### config.mk
export PLATFORM = sky130hd
export DESIGN_NAME = mem_access_sequencer_flat
export DESIGN_NICKNAME = d
export VERILOG_FILES = /design/src/rtl/mem_access_sequencer_if.sv /design/src/rtl/mem_access_sequencer.sv /design/src/flat_wrapper.sv
export SDC_FILE = /design/constraint.sdc
export NUM_CORES = 1
export LEC_CHECK = 0
export BUFFER_PORTS_ARGS = -buffer_cell sky130_fd_sc_hd__buf_2
export CORE_AREA = 4 4 412 414
export CTS_BUF_LIST = sky130_fd_sc_hd__clkbuf_4
export DETAILED_ROUTE_END_ITERATION = 6
export DIE_AREA = 0 0 416 418
export SLEW_MARGIN = 40
export SYNTH_ARGS = -nofsm -noshare
export SYNTH_HDL_FRONTEND = slang
export SYNTH_SLANG_ARGS = --single-unit
### constraint.sdc
create_clock -name Clk -period 22.8 [get_ports Clk]
set_input_delay 3.42 -clock Clk [delete_from_list [all_inputs] [get_ports Clk]]
set_output_delay 3.42 -clock Clk [all_outputs]
set_load 0.05 [all_outputs]
### src/rtl/mem_access_sequencer_if.sv
// Request/response handshake and main-memory bus bundle for mem_access_sequencer.
// master: execution engine plus memory; slave: the sequencer.
interface mem_access_sequencer_if;
    logic         ReqValid;
    logic         ReqReady;
    logic         ReqWrite;
    logic [11:0]  ReqAddr;
    logic [255:0] ReqWData;
    logic         RspValid;
    logic         RspReady;
    logic         RspWrite;
    logic         RspErr;
    logic [255:0] RspData;
    logic [15:0]  address;
    logic         nRead;
    logic         nWrite;
    logic [255:0] ExeDataOut;
    logic [255:0] MemDataOut;
    logic         Busy;

    modport master (
        output ReqValid, ReqWrite, ReqAddr, ReqWData, RspReady, MemDataOut,
        input  ReqReady, RspValid, RspWrite, RspErr, RspData,
        input  address, nRead, nWrite, ExeDataOut, Busy
    );

    modport slave (
        input  ReqValid, ReqWrite, ReqAddr, ReqWData, RspReady, MemDataOut,
        output ReqReady, RspValid, RspWrite, RspErr, RspData,
        output address, nRead, nWrite, ExeDataOut, Busy
    );
endinterface

### src/rtl/mem_access_sequencer.sv
// Buffers load/store requests in a small FIFO and sequences them onto the
// main-memory bus, returning exactly one response per accepted request.
module mem_access_sequencer #(
    parameter int         FIFO_DEPTH = 2,
    parameter int         MEM_DEPTH  = 9,
    parameter logic [3:0] TARGET     = 4'h0
) (
    input  logic                   Clk,
    input  logic                   Reset,
    mem_access_sequencer_if.slave  bus
);
    localparam int PW = $clog2(FIFO_DEPTH);
    localparam int EW = 1 + 12 + 256;
    localparam logic [11:0] MAX_WORD = 12'(MEM_DEPTH);

    localparam logic [2:0] IDLE       = 3'd0;
    localparam logic [2:0] RD_ISSUE   = 3'd1;
    localparam logic [2:0] RD_CAPTURE = 3'd2;
    localparam logic [2:0] WR_ISSUE   = 3'd3;
    localparam logic [2:0] RSP_HOLD   = 3'd4;

    logic [EW-1:0]  fifo_q [FIFO_DEPTH];
    logic [PW-1:0]  wr_ptr_q, wr_ptr_d;
    logic [PW-1:0]  rd_ptr_q, rd_ptr_d;
    logic [PW:0]    count_q, count_d;
    logic [2:0]     state_q, state_d;
    logic [15:0]    address_q, address_d;
    logic [255:0]   exe_data_q, exe_data_d;
    logic           rsp_valid_q, rsp_valid_d;
    logic           rsp_write_q, rsp_write_d;
    logic           rsp_err_q, rsp_err_d;
    logic [255:0]   rsp_data_q, rsp_data_d;

    logic           full, empty, ready, push, pop;
    logic           head_write, head_err;
    logic [11:0]    head_addr;
    logic [255:0]   head_data;

    assign full  = (count_q == (PW+1)'(FIFO_DEPTH));
    assign empty = (count_q == '0);
    assign ready = !Reset && !full;
    assign push  = bus.ReqValid && ready;

    assign {head_write, head_addr, head_data} = fifo_q[rd_ptr_q];
    assign head_err = (head_addr >= MAX_WORD);

    always_comb begin
        state_d     = state_q;
        address_d   = address_q;
        exe_data_d  = exe_data_q;
        rsp_valid_d = rsp_valid_q;
        rsp_write_d = rsp_write_q;
        rsp_err_d   = rsp_err_q;
        rsp_data_d  = rsp_data_q;
        pop         = 1'b0;

        case (state_q)
            IDLE: pop = !empty;
            RD_ISSUE: state_d = RD_CAPTURE;
            RD_CAPTURE: begin
                state_d     = RSP_HOLD;
                rsp_valid_d = 1'b1;
                rsp_write_d = 1'b0;
                rsp_err_d   = 1'b0;
                rsp_data_d  = bus.MemDataOut;
            end
            WR_ISSUE: begin
                state_d     = RSP_HOLD;
                rsp_valid_d = 1'b1;
                rsp_write_d = 1'b1;
                rsp_err_d   = 1'b0;
                rsp_data_d  = '0;
            end
            RSP_HOLD: begin
                if (bus.RspReady) begin
                    state_d     = IDLE;
                    rsp_valid_d = 1'b0;
                    // Popping on the handshake keeps the 3/2-cycle issue rate.
                    pop         = !empty;
                end
            end
            default: state_d = IDLE;
        endcase

        if (pop) begin
            if (head_err) begin
                state_d     = RSP_HOLD;
                rsp_valid_d = 1'b1;
                rsp_write_d = head_write;
                rsp_err_d   = 1'b1;
                rsp_data_d  = '0;
            end else begin
                state_d   = head_write ? WR_ISSUE : RD_ISSUE;
                address_d = {TARGET, head_addr};
                if (head_write) begin
                    exe_data_d = head_data;
                end
            end
        end

        wr_ptr_d = push ? wr_ptr_q + PW'(1) : wr_ptr_q;
        rd_ptr_d = pop  ? rd_ptr_q + PW'(1) : rd_ptr_q;
        count_d  = count_q + (PW+1)'(push) - (PW+1)'(pop);
    end

    always_ff @(posedge Clk) begin
        if (push) begin
            fifo_q[wr_ptr_q] <= {bus.ReqWrite, bus.ReqAddr, bus.ReqWData};
        end
    end

    always_ff @(posedge Clk or posedge Reset) begin
        if (Reset) begin
            wr_ptr_q    <= '0;
            rd_ptr_q    <= '0;
            count_q     <= '0;
            state_q     <= IDLE;
            address_q   <= '0;
            exe_data_q  <= '0;
            rsp_valid_q <= 1'b0;
            rsp_write_q <= 1'b0;
            rsp_err_q   <= 1'b0;
            rsp_data_q  <= '0;
        end else begin
            wr_ptr_q    <= wr_ptr_d;
            rd_ptr_q    <= rd_ptr_d;
            count_q     <= count_d;
            state_q     <= state_d;
            address_q   <= address_d;
            exe_data_q  <= exe_data_d;
            rsp_valid_q <= rsp_valid_d;
            rsp_write_q <= rsp_write_d;
            rsp_err_q   <= rsp_err_d;
            rsp_data_q  <= rsp_data_d;
        end
    end

    assign bus.ReqReady   = ready;
    assign bus.RspValid   = rsp_valid_q;
    assign bus.RspWrite   = rsp_write_q;
    assign bus.RspErr     = rsp_err_q;
    assign bus.RspData    = rsp_data_q;
    assign bus.address    = address_q;
    assign bus.ExeDataOut = exe_data_q;
    assign bus.nRead      = (state_q != RD_ISSUE);
    assign bus.nWrite     = (state_q != WR_ISSUE);
    assign bus.Busy       = !empty || (state_q != IDLE);
endmodule

### src/flat_wrapper.sv
// flat-port wrapper written by rule: the top's interface ports become plain ports
module mem_access_sequencer_flat 
#(
    parameter int         FIFO_DEPTH = 2,
    parameter int         MEM_DEPTH  = 9,
    parameter logic [3:0] TARGET     = 4'h0
)
  (Clk, Reset, bus_ReqValid, bus_ReqWrite, bus_ReqAddr, bus_ReqWData, bus_RspReady, bus_MemDataOut, bus_ReqReady, bus_RspValid, bus_RspWrite, bus_RspErr, bus_RspData, bus_address, bus_nRead, bus_nWrite, bus_ExeDataOut, bus_Busy);
  mem_access_sequencer_if bus_i ();
  input  logic Clk;
  input  logic Reset;
  input wire logic [$bits(bus_i.ReqValid)-1:0] bus_ReqValid;
  input wire logic [$bits(bus_i.ReqWrite)-1:0] bus_ReqWrite;
  input wire logic [$bits(bus_i.ReqAddr)-1:0] bus_ReqAddr;
  input wire logic [$bits(bus_i.ReqWData)-1:0] bus_ReqWData;
  input wire logic [$bits(bus_i.RspReady)-1:0] bus_RspReady;
  input wire logic [$bits(bus_i.MemDataOut)-1:0] bus_MemDataOut;
  output wire logic [$bits(bus_i.ReqReady)-1:0] bus_ReqReady;
  output wire logic [$bits(bus_i.RspValid)-1:0] bus_RspValid;
  output wire logic [$bits(bus_i.RspWrite)-1:0] bus_RspWrite;
  output wire logic [$bits(bus_i.RspErr)-1:0] bus_RspErr;
  output wire logic [$bits(bus_i.RspData)-1:0] bus_RspData;
  output wire logic [$bits(bus_i.address)-1:0] bus_address;
  output wire logic [$bits(bus_i.nRead)-1:0] bus_nRead;
  output wire logic [$bits(bus_i.nWrite)-1:0] bus_nWrite;
  output wire logic [$bits(bus_i.ExeDataOut)-1:0] bus_ExeDataOut;
  output wire logic [$bits(bus_i.Busy)-1:0] bus_Busy;
  assign bus_i.ReqValid = bus_ReqValid;
  assign bus_i.ReqWrite = bus_ReqWrite;
  assign bus_i.ReqAddr = bus_ReqAddr;
  assign bus_i.ReqWData = bus_ReqWData;
  assign bus_i.RspReady = bus_RspReady;
  assign bus_i.MemDataOut = bus_MemDataOut;
  assign bus_ReqReady = bus_i.ReqReady;
  assign bus_RspValid = bus_i.RspValid;
  assign bus_RspWrite = bus_i.RspWrite;
  assign bus_RspErr = bus_i.RspErr;
  assign bus_RspData = bus_i.RspData;
  assign bus_address = bus_i.address;
  assign bus_nRead = bus_i.nRead;
  assign bus_nWrite = bus_i.nWrite;
  assign bus_ExeDataOut = bus_i.ExeDataOut;
  assign bus_Busy = bus_i.Busy;
  mem_access_sequencer #(.FIFO_DEPTH(FIFO_DEPTH), .MEM_DEPTH(MEM_DEPTH), .TARGET(TARGET)) u_core (.Clk(Clk), .Reset(Reset), .bus(bus_i));
endmodule
==> results.md, run 1 <==
- Crit path cell chain: buf_2 -> a21oi_1 -> buf_2
- FFs w/ async S/R, synth: 0.4981
- Crit path DAT: 4380 ps
- Net count, final: 3853
- Fin crit share: 0.3422
- Pre-CTS setup slack: 15020 ps
- Final HPWL DP: 103200 um
- Clk_skew: 139.5 ps
- Status: finished clean
- Wire length per cell: 24.66 um
- R2r endpoint: u_core.bus.RspData[207]$_DFF_PP0_
- Slew Limit Fails: 0
- Most frequent cells in the layout: buf_2 (1059), edfxtp_1 (538), dfrtp_1 (533)
- Maximum clock insertion buffer count: 4
- H-tree levels: 5
- Post-DRT Antenna Nets: 0
- CP Capture Type: output port
- Via-to-Cell Ratio: 4.384
- Cts bufs inserted: 308
- Actual slew at the worst max-slew pin: 864.9 ps
- Core Area: 166300 um2
- Clock sinks: 1072
- Buffers on Ports: 1059
- HP Start: u_core.bus.ExeDataOut[49]$_DFFE_PP0P_
- Share of layout cells above drive strength 1: 0.5369
- Syn avg cell area: 19.01 um2
- Starting density of the core: 0.2357
- Crit path capture: bus_ReqReady
- Die X: 416 um
- Critical Path Start: Reset
- Fmax: 128.2 MHz
- Ys flop type: edfxtp_1
- Synth cell types: 40
- Global-route wire length before repair: 193800 um
- Sum of negative setup slack: 0 ps
- Critical path depth: 3
- Most common cell after layout, fill and taps aside: buf_2
- Largest net degree at the start of global routing: 197
- Seq/Total Area, Yosys: 0.7530
- R2R setup slack: 17450 ps
- CP dominant cell by count: buf_2
- Die height: 418 um
- Number of synthesized flops with an enable pin: 538
- Crit-path max FO: 3
- DRC viols: 0
- Root buf cell: clkbuf_4
- PwrDens: 97.53 nW/um2
- Post CTS Setup Buffer Count: 0
- Seq cells post-synth: 1072
- Cells after Synth: 2062
- Post_cts resized: 0
- GR Util All Layers: 0.1563
- Final Wtd Congestion: 0.8430
- Hold Vio Cnt, Final: 0
- Critical Path Start Type: primary input
- Crit-path max cell delay: 450 ps
- WS Path Type: in2out
- Antenna violations before repair: 76
- Finished Core Util: 0.3062
- Iteration-0 DRC Markers: 1872
- Clk Latency, worst-skew pair: 1310 ps
- Die footprint: 173900 um2
- Row count: 150
- Max Cap Viol: 0
- RSZ-0062 raised after global routing: no
- Worst-path clk slew: 60 ps
- Mapped cell area: 39200 um2
- Synth warn: 0
- Smallest setup slack after layout: 15000 ps
- Hold bufs inserted after CTS: 0
- Reg2reg start: u_core.rd_ptr_q$_DFFE_PP0P_
- Final setup fails: 0
- Fillers: 16818
- Number of global-route vias before repair: 26145
- Top-level I/O count: 1064
- VDD IR-drop max: 0.05074 mV
- Slowest library cell on the worst path: a21oi_1
- DRT Pass-1 Iters: 5
- CP Data Required Time: 19380 ps
- Post-layout min period: 7803 ps
- CP Buf/Inv Count: 2
- Reg2reg path depth: 8
- CTS tree: yes
- Worst min-delay path category: reg2reg
- Crit path max-delay family: buffers and inverters
- Total gr overflow: 0
- Final WL: 142600 um
- Rel. slew slack: 0.4234
- Area grow syn2layout: 29.89%
- Leakage: 23.39 nW
- Via count: 25348
==> cell usage after synthesis, types with 3 or more instances <==
| cell | count | area, um2 |
|---|---|---|
| buf_6 | 27 | 304.0 |
| a32o_1 | 255 | 2552 |
| o21ai_0 | 3 | 15.01 |
| buf_4 | 17 | 127.6 |
| dfrtp_1 | 534 | 13360 |
| buf_2 | 18 | 90.09 |
| nor2_1 | 6 | 22.52 |
| edfxtp_1 | 538 | 16160 |
| clkbuf_1 | 85 | 319.1 |
| mux2_1 | 201 | 2263 |
| mux2i_1 | 10 | 100.1 |
| nand2_1 | 7 | 26.28 |
| xnor2_1 | 3 | 26.28 |
| mux2_2 | 311 | 3502 |
| inv_1 | 10 | 37.54 |
| and2_1 | 8 | 50.05 |
==> flip-flops by register name, indices dropped and copies added, names as in the netlist <==
name	flops
u_core.fifo_q	538
u_core.bus.ExeDataOut	256
u_core.bus.RspData	256
u_core.bus.address	12
u_core.state_q	3
u_core.count_q	2
u_core.bus.RspErr	1
u_core.bus.RspValid	1
u_core.bus.RspWrite	1
u_core.rd_ptr_q	1
u_core.wr_ptr_q	1
==> power breakdown <==
| group | total, mW | switching [mW] | internal, mW |
|---|---|---|---|
| Combinational | 0.895 | 0.583 | 0.312 |
| Clock | 1.78 | 0.814 | 0.966 |
| Sequential | 2.29 | 0.0711 | 2.22 |
==> kinds of logic after synthesis <==
family / synth area share
xor gates and xnor gates: 0.0008938
DFF: 0.7530
AOI/OAI and AO/OA: 0.06722
muxes: 0.1496
buffers and inverters: 0.02352
and+or+nand+nor: 0.005011
other: 0.00009566
adders and majority gates: 0.0006382
==> worst min-delay path by stage <==
stage | end | slack (ps) | depth (start not counted)
final | u_core.bus.ExeDataOut[49]$_DFFE_PP0P_ | 480 | 1
after CTS | u_core.bus.ExeDataOut[157]$_DFFE_PP0P_ | 480 | 1
after global placement | u_core.bus.ExeDataOut[103]$_DFFE_PP0P_ | 460 | 1
after global routing | u_core.bus.address[4]$_DFFE_PP0P_ | 500 | 1
after floorplan | u_core.wr_ptr_q$_DFFE_PP0P_ | 460 | 1
after detailed placement | u_core.bus.address[6]$_DFFE_PP0P_ | 470 | 1
==> per-stage QoR <==
step	power, mW	hold WS (ps)	area [um2]	instances
5_1_grt	5.226	496.6	50890	5770
4_1_cts	5.054	481.7	50670	5734
3_5_place_dp	3.233	465.5	46840	5211
6_report	4.966	477.3	50920	5782
2_1_floorplan	2.980	460.8	39210	2065
3_3_place_gp	3.214	461.4	46700	5206
==> cell type report <==
cell class	count	area, um2	share of cell area
diodes	43	107.6	0.002113
inverters	10	50.05	0.0009829
repair buffers	1097	5839	0.1147
well taps	2204	2758	0.05416
multi-input cells	833	8810	0.1730
flip-flops and latches	1072	29520	0.5798
clock inverters	68	416.7	0.008183
clock buffers	455	3416	0.06708
==> per-layer routing <==
metal	wire length (um)	global-route usage	part of all wire	up-vias
met5	103	0	0.00072	-
met4	4773	0.07201	0.033	18
met1	55230	0.1818	0.39	12924
met2	67690	0.2421	0.47	1205
li1	-	-	-	10869
met3	14810	0.07700	0.10	332
No activity file was read; power rests on OpenSTA's default activity.
==> run 2: changes to the inputs <==
--- a/config.mk
+++ b/config.mk
@@ -5,11 +5,12 @@
 export SDC_FILE = /design/constraint.sdc
 export NUM_CORES = 1
 export LEC_CHECK = 0
+export ABC_AREA = 1
 export BUFFER_PORTS_ARGS = -buffer_cell sky130_fd_sc_hd__buf_2
-export CORE_AREA = 4 4 412 414
+export CORE_AREA = 4 4 413 415
 export CTS_BUF_LIST = sky130_fd_sc_hd__clkbuf_4
 export DETAILED_ROUTE_END_ITERATION = 6
-export DIE_AREA = 0 0 416 418
+export DIE_AREA = 0 0 417 419
 export SLEW_MARGIN = 40
 export SYNTH_ARGS = -nofsm -noshare
 export SYNTH_HDL_FRONTEND = slang
==> constraint.sdc (replaced) <==
create_clock -name Clk -period 6.3 [get_ports Clk]
set_input_delay 0.945 -clock Clk [delete_from_list [all_inputs] [get_ports Clk]]
set_output_delay 0.945 -clock Clk [all_outputs]
set_load 0.05 [all_outputs]
==> run 2 against run 1 <==
  * Power rose to 3.9 times the previous value
  * Register-to-register slack got worse by 15000 ps
  * First-iteration DRC count rose by 43%
  * Critical path type is now reg2reg
  * Critical path depth rose by 8
  * Routed wire length rose by 13%
  * The run now ends with DRC left
==> results.md, run 2 <==
- Sw Ratio: 0.3546 (+0.05898)
- Global-route wire length before repair: 230300 um (+19%)
- Crit-path max cell delay: 890 ps (+440 ps)
- Seq/Total Area, Yosys: 0.7062 (-0.04677)
- Die footprint: 174700 um2 (+0.48%)
- GR Util All Layers: 0.1764 (+0.02009)
- Rel. slew slack: 0.3871 (-0.03626)
- Crit path DAT: 4860 ps (+480 ps)
- Net count, final: 5785 (+50%)
- Top cell type's share of synthesized area: 0.3865 (-0.02560)
- Starting density of the core: 0.2508 (+0.01505)
- Register area: 29520 um2 (unchanged)
- Number of synthesized flops with an enable pin: 538 (unchanged)
- Status: finished with violations
- Final WL: 161500 um (+13%)
- Failing checks: DRC
- Synth area leaders: edfxtp_1 (39%), dfrtp_1 (32%), nand2_1 (12%)
- Post_cts resized: 0 (unchanged)
- Via count: 34448 (+36%)
- GR peak layer: met2
- DRC viols: 4 (+4)
- Post-DRT Antenna Nets: 0 (unchanged)
- Crit path max-delay family: buffers and inverters
- CP Buf/Inv Count: 3 (+1)
- Logic gate share of total power: 0.242 (+0.062)
- Area grow syn2layout: 40.00%
- Pre-CTS setup slack: 2410 ps (-12610 ps)
- Yosys top cell by area: edfxtp_1
- CP Data Required Time: 7370 ps (-12010 ps)
- Critical Path Start Type: register
- Synth top cells by count: nand2_1 (1375), edfxtp_1 (538), dfrtp_1 (534)
- Mapped cell area: 41800 um2 (+6.6%)
- Die X: 417 um (+0.24%)
- H-tree levels: 5 (unchanged)
- Cts bufs inserted: 311 (+0.97%)
- Most common cell after layout, fill and taps aside: nand2_1
- Total gr overflow: 0 (unchanged)
- Multi-input logic area: 10690 um2 (+21%)
- Wire length per cell: 20.90 um (-15%)
- Share of layout cells above drive strength 1: 0.3072 (-0.2297)
- Fmax: 264.2 MHz
- Final Wtd Congestion: 0.8953 (+6.2%)
- Leakage: 27.71 nW (+18%)
- Clock Power Share: 0.335 (-0.023)
- Sequential share of power: 0.423 (-0.038)
- Antenna violations before repair: 43 (-43%)
- Met2 Use GR: 0.3046 (+0.06252)
- Crit path cell chain: buf_6 -> nand2_1 -> nand2_1 -> nor2_1 -> nand2_1 -> nor2_2 -> nand2_1 -> nand2_2 -> inv_8 -> buf_12 -> nor2_1
- FFs w/ async S/R, synth: 0.4981 (unchanged)
- Worst min-delay path category: in2reg
- Clk Latency, worst-skew pair: 1310 ps (about the same)
- VDD IR-drop max: 0.3169 mV (+520%)
- Met1 usage: 0.1835 (+0.001695)
- Core Area: 166700 um2 (+0.23%)
- Root buf cell: clkbuf_4
- Actual slew at the worst max-slew pin: 919.3 ps (+54.39 ps)
- Max reg flops: 538 (unchanged)
- Clk_skew: 143.7 ps (+4.259 ps)
- Iteration-0 DRC Markers: 2671 (+43%)
- Ys flop type: edfxtp_1
- Crit-path max FO: 88 (+85)
- Cells after Synth: 3568 (+73%)
- Hold Vio Cnt, Final: 0 (unchanged)
- Number of global-route vias before repair: 35081 (+34%)
- GR Layer Usage met3: 0.05164 (-0.02536)
- WS Path Type: reg2reg
- Die height: 419 um (+0.24%)
- Smallest setup slack after layout: 2516 ps (-12480 ps)
- PwrDens: 333.9 nW/um2 (+240%)
- Synth cell types: 29 (-28%)
- Most frequent cell after synthesis: nand2_1
- Fin crit share: 0.6007
- Slowest library cell on the worst path: dfrtp_4
- Int Pwr: 12.61 mW (+260%)
- Most frequent cells in the layout: nand2_1 (1374), buf_2 (1059), edfxtp_1 (538)
- Row count: 150 (unchanged)
- Final HPWL DP: 104100 um (+0.87%)
- Top-level I/O count: 1064 (unchanged)
- Final setup fails: 0 (unchanged)
- Seq cells post-synth: 1072 (unchanged)
- Max Cap Viol: 0 (unchanged)
- CP Capture Type: register
- Synth warn: 0 (unchanged)
- Biggest register: u_core.fifo_q
- Buffers on Ports: 1059 (unchanged)
- DRT Pass-1 Iters: 7 (+2)
- Maximum clock insertion buffer count: 4 (unchanged)
- Via-to-Cell Ratio: 4.458 (+1.7%)
- Slew Limit Fails: 0 (unchanged)
- Fillers: 16426 (-2.3%)
- NetSw: 6.929 mW (+370%)
- CTS tree: yes
- Syn avg cell area: 11.71 um2 (-38%)
- Worst-path clk slew: 70 ps (about the same)
- Largest net degree at the start of global routing: 151 (-23%)
- Post-layout min period: 3784 ps
- Sum of negative setup slack: 0 ps (unchanged)
- CP dominant cell by count: nand2_1
- Clock sinks: 1072 (unchanged)
- RSZ-0062 raised after global routing: no
## run 2: power groups by stage
stage               sequential [mW]  combinational [mW]  clock (mW)
floorplan                      8.83                2.79           0
global placement               8.38                4.45           0
detailed placement             8.40                4.49           0
CTS                            8.26                4.80        6.79
global route                   8.31                5.15        7.20
finish                         8.26                4.72        6.55
## run 2: logic make-up (layout without fill, tap and decap cells)
| kind of cell | count (synthesis) | in the layout | synth area share |
|---|---|---|---|
| AO/OA/AOI/OAI | 260 | 260 | 0.04655 |
| AND/OR/NAND/NOR | 1922 | 1922 | 0.2066 |
| adder cells (fa/ha/maj) | 2 | 2 | 0.0005986 |
| XOR/XNOR | 4 | 4 | 0.0008383 |
| buffers and inverters | 307 | 2224 | 0.03912 |
| other | 1 | 40 | 0.00008972 |
| flip-flops | 1072 | 1072 | 0.7062 |
## run 2: worst reg2reg max path: cells and delay by family (launching register included)
family | cells | cell delay (ps)
buf+inv | 3 | 1740
simple gates | 8 | 1000
flops | 1 | 890
## run 2: per-stage QoR
stage / power, mW / hold WS (ps) / utilization / instance area [um2] / std cells
after CTS: 19.85 / 31.39 / 0.3502 / 58370 / 7690
after detailed placement: 12.89 / 460.0 / 0.2953 / 49220 / 6616
after global routing: 20.66 / 118.9 / 0.3510 / 58500 / 7721
after global placement: 12.83 / 459.4 / 0.2942 / 49030 / 6610
final: 19.54 / 256.4 / 0.3511 / 58520 / 7728
after floorplan: 11.62 / 536.3 / - / 41830 / 3571
## run 2: timing repair
item / in CTS / in global routing
setup buffers: 0 / 0
hold buffers: 527 / 0
hold endpoints to repair: 813 / 0
## run 2: path summary, 6_finish.rpt
kind,start,endpoint,slack [ps],cells after the start
worst max register to register,u_core.rd_ptr_q$_DFFE_PP0P_,u_core.bus.RspData[229]$_DFF_PP0_,2520,11
max in group asynchronous,Reset,u_core.bus.ExeDataOut[60]$_DFFE_PP0P_,4550,5
worst max-delay path,u_core.rd_ptr_q$_DFFE_PP0P_,u_core.bus.RspData[229]$_DFF_PP0_,2520,11
worst min-delay path,bus_ReqValid,u_core.wr_ptr_q$_DFFE_PP0P_,260,3
worst min register to register,u_core.bus.ExeDataOut[18]$_DFFE_PP0P_,u_core.bus.ExeDataOut[18]$_DFFE_PP0P_,470,2
min in group asynchronous,Reset,u_core.bus.ExeDataOut[253]$_DFFE_PP0P_,360,3
## run 2: cell type report
type / instances / area share
Clock buffer: 439 / 0.05632
Clock inverter: 108 / 0.009879
Antenna cell: 36 / 0.001540
Multi-Input combinational cell: 2192 / 0.1828
Inverter: 44 / 0.003357
Timing Repair Buffer: 1633 / 0.1945
Tap cell: 2204 / 0.04713
Sequential cell: 1072 / 0.5045
## run 2: metal layers
layer | share of wire | vias to the layer above
met1 | 0.35 | 16577
met5 | 0.00023 | -
li1 | - | 15843
met3 | 0.072 | 447
met4 | 0.074 | 6
met2 | 0.50 | 1575
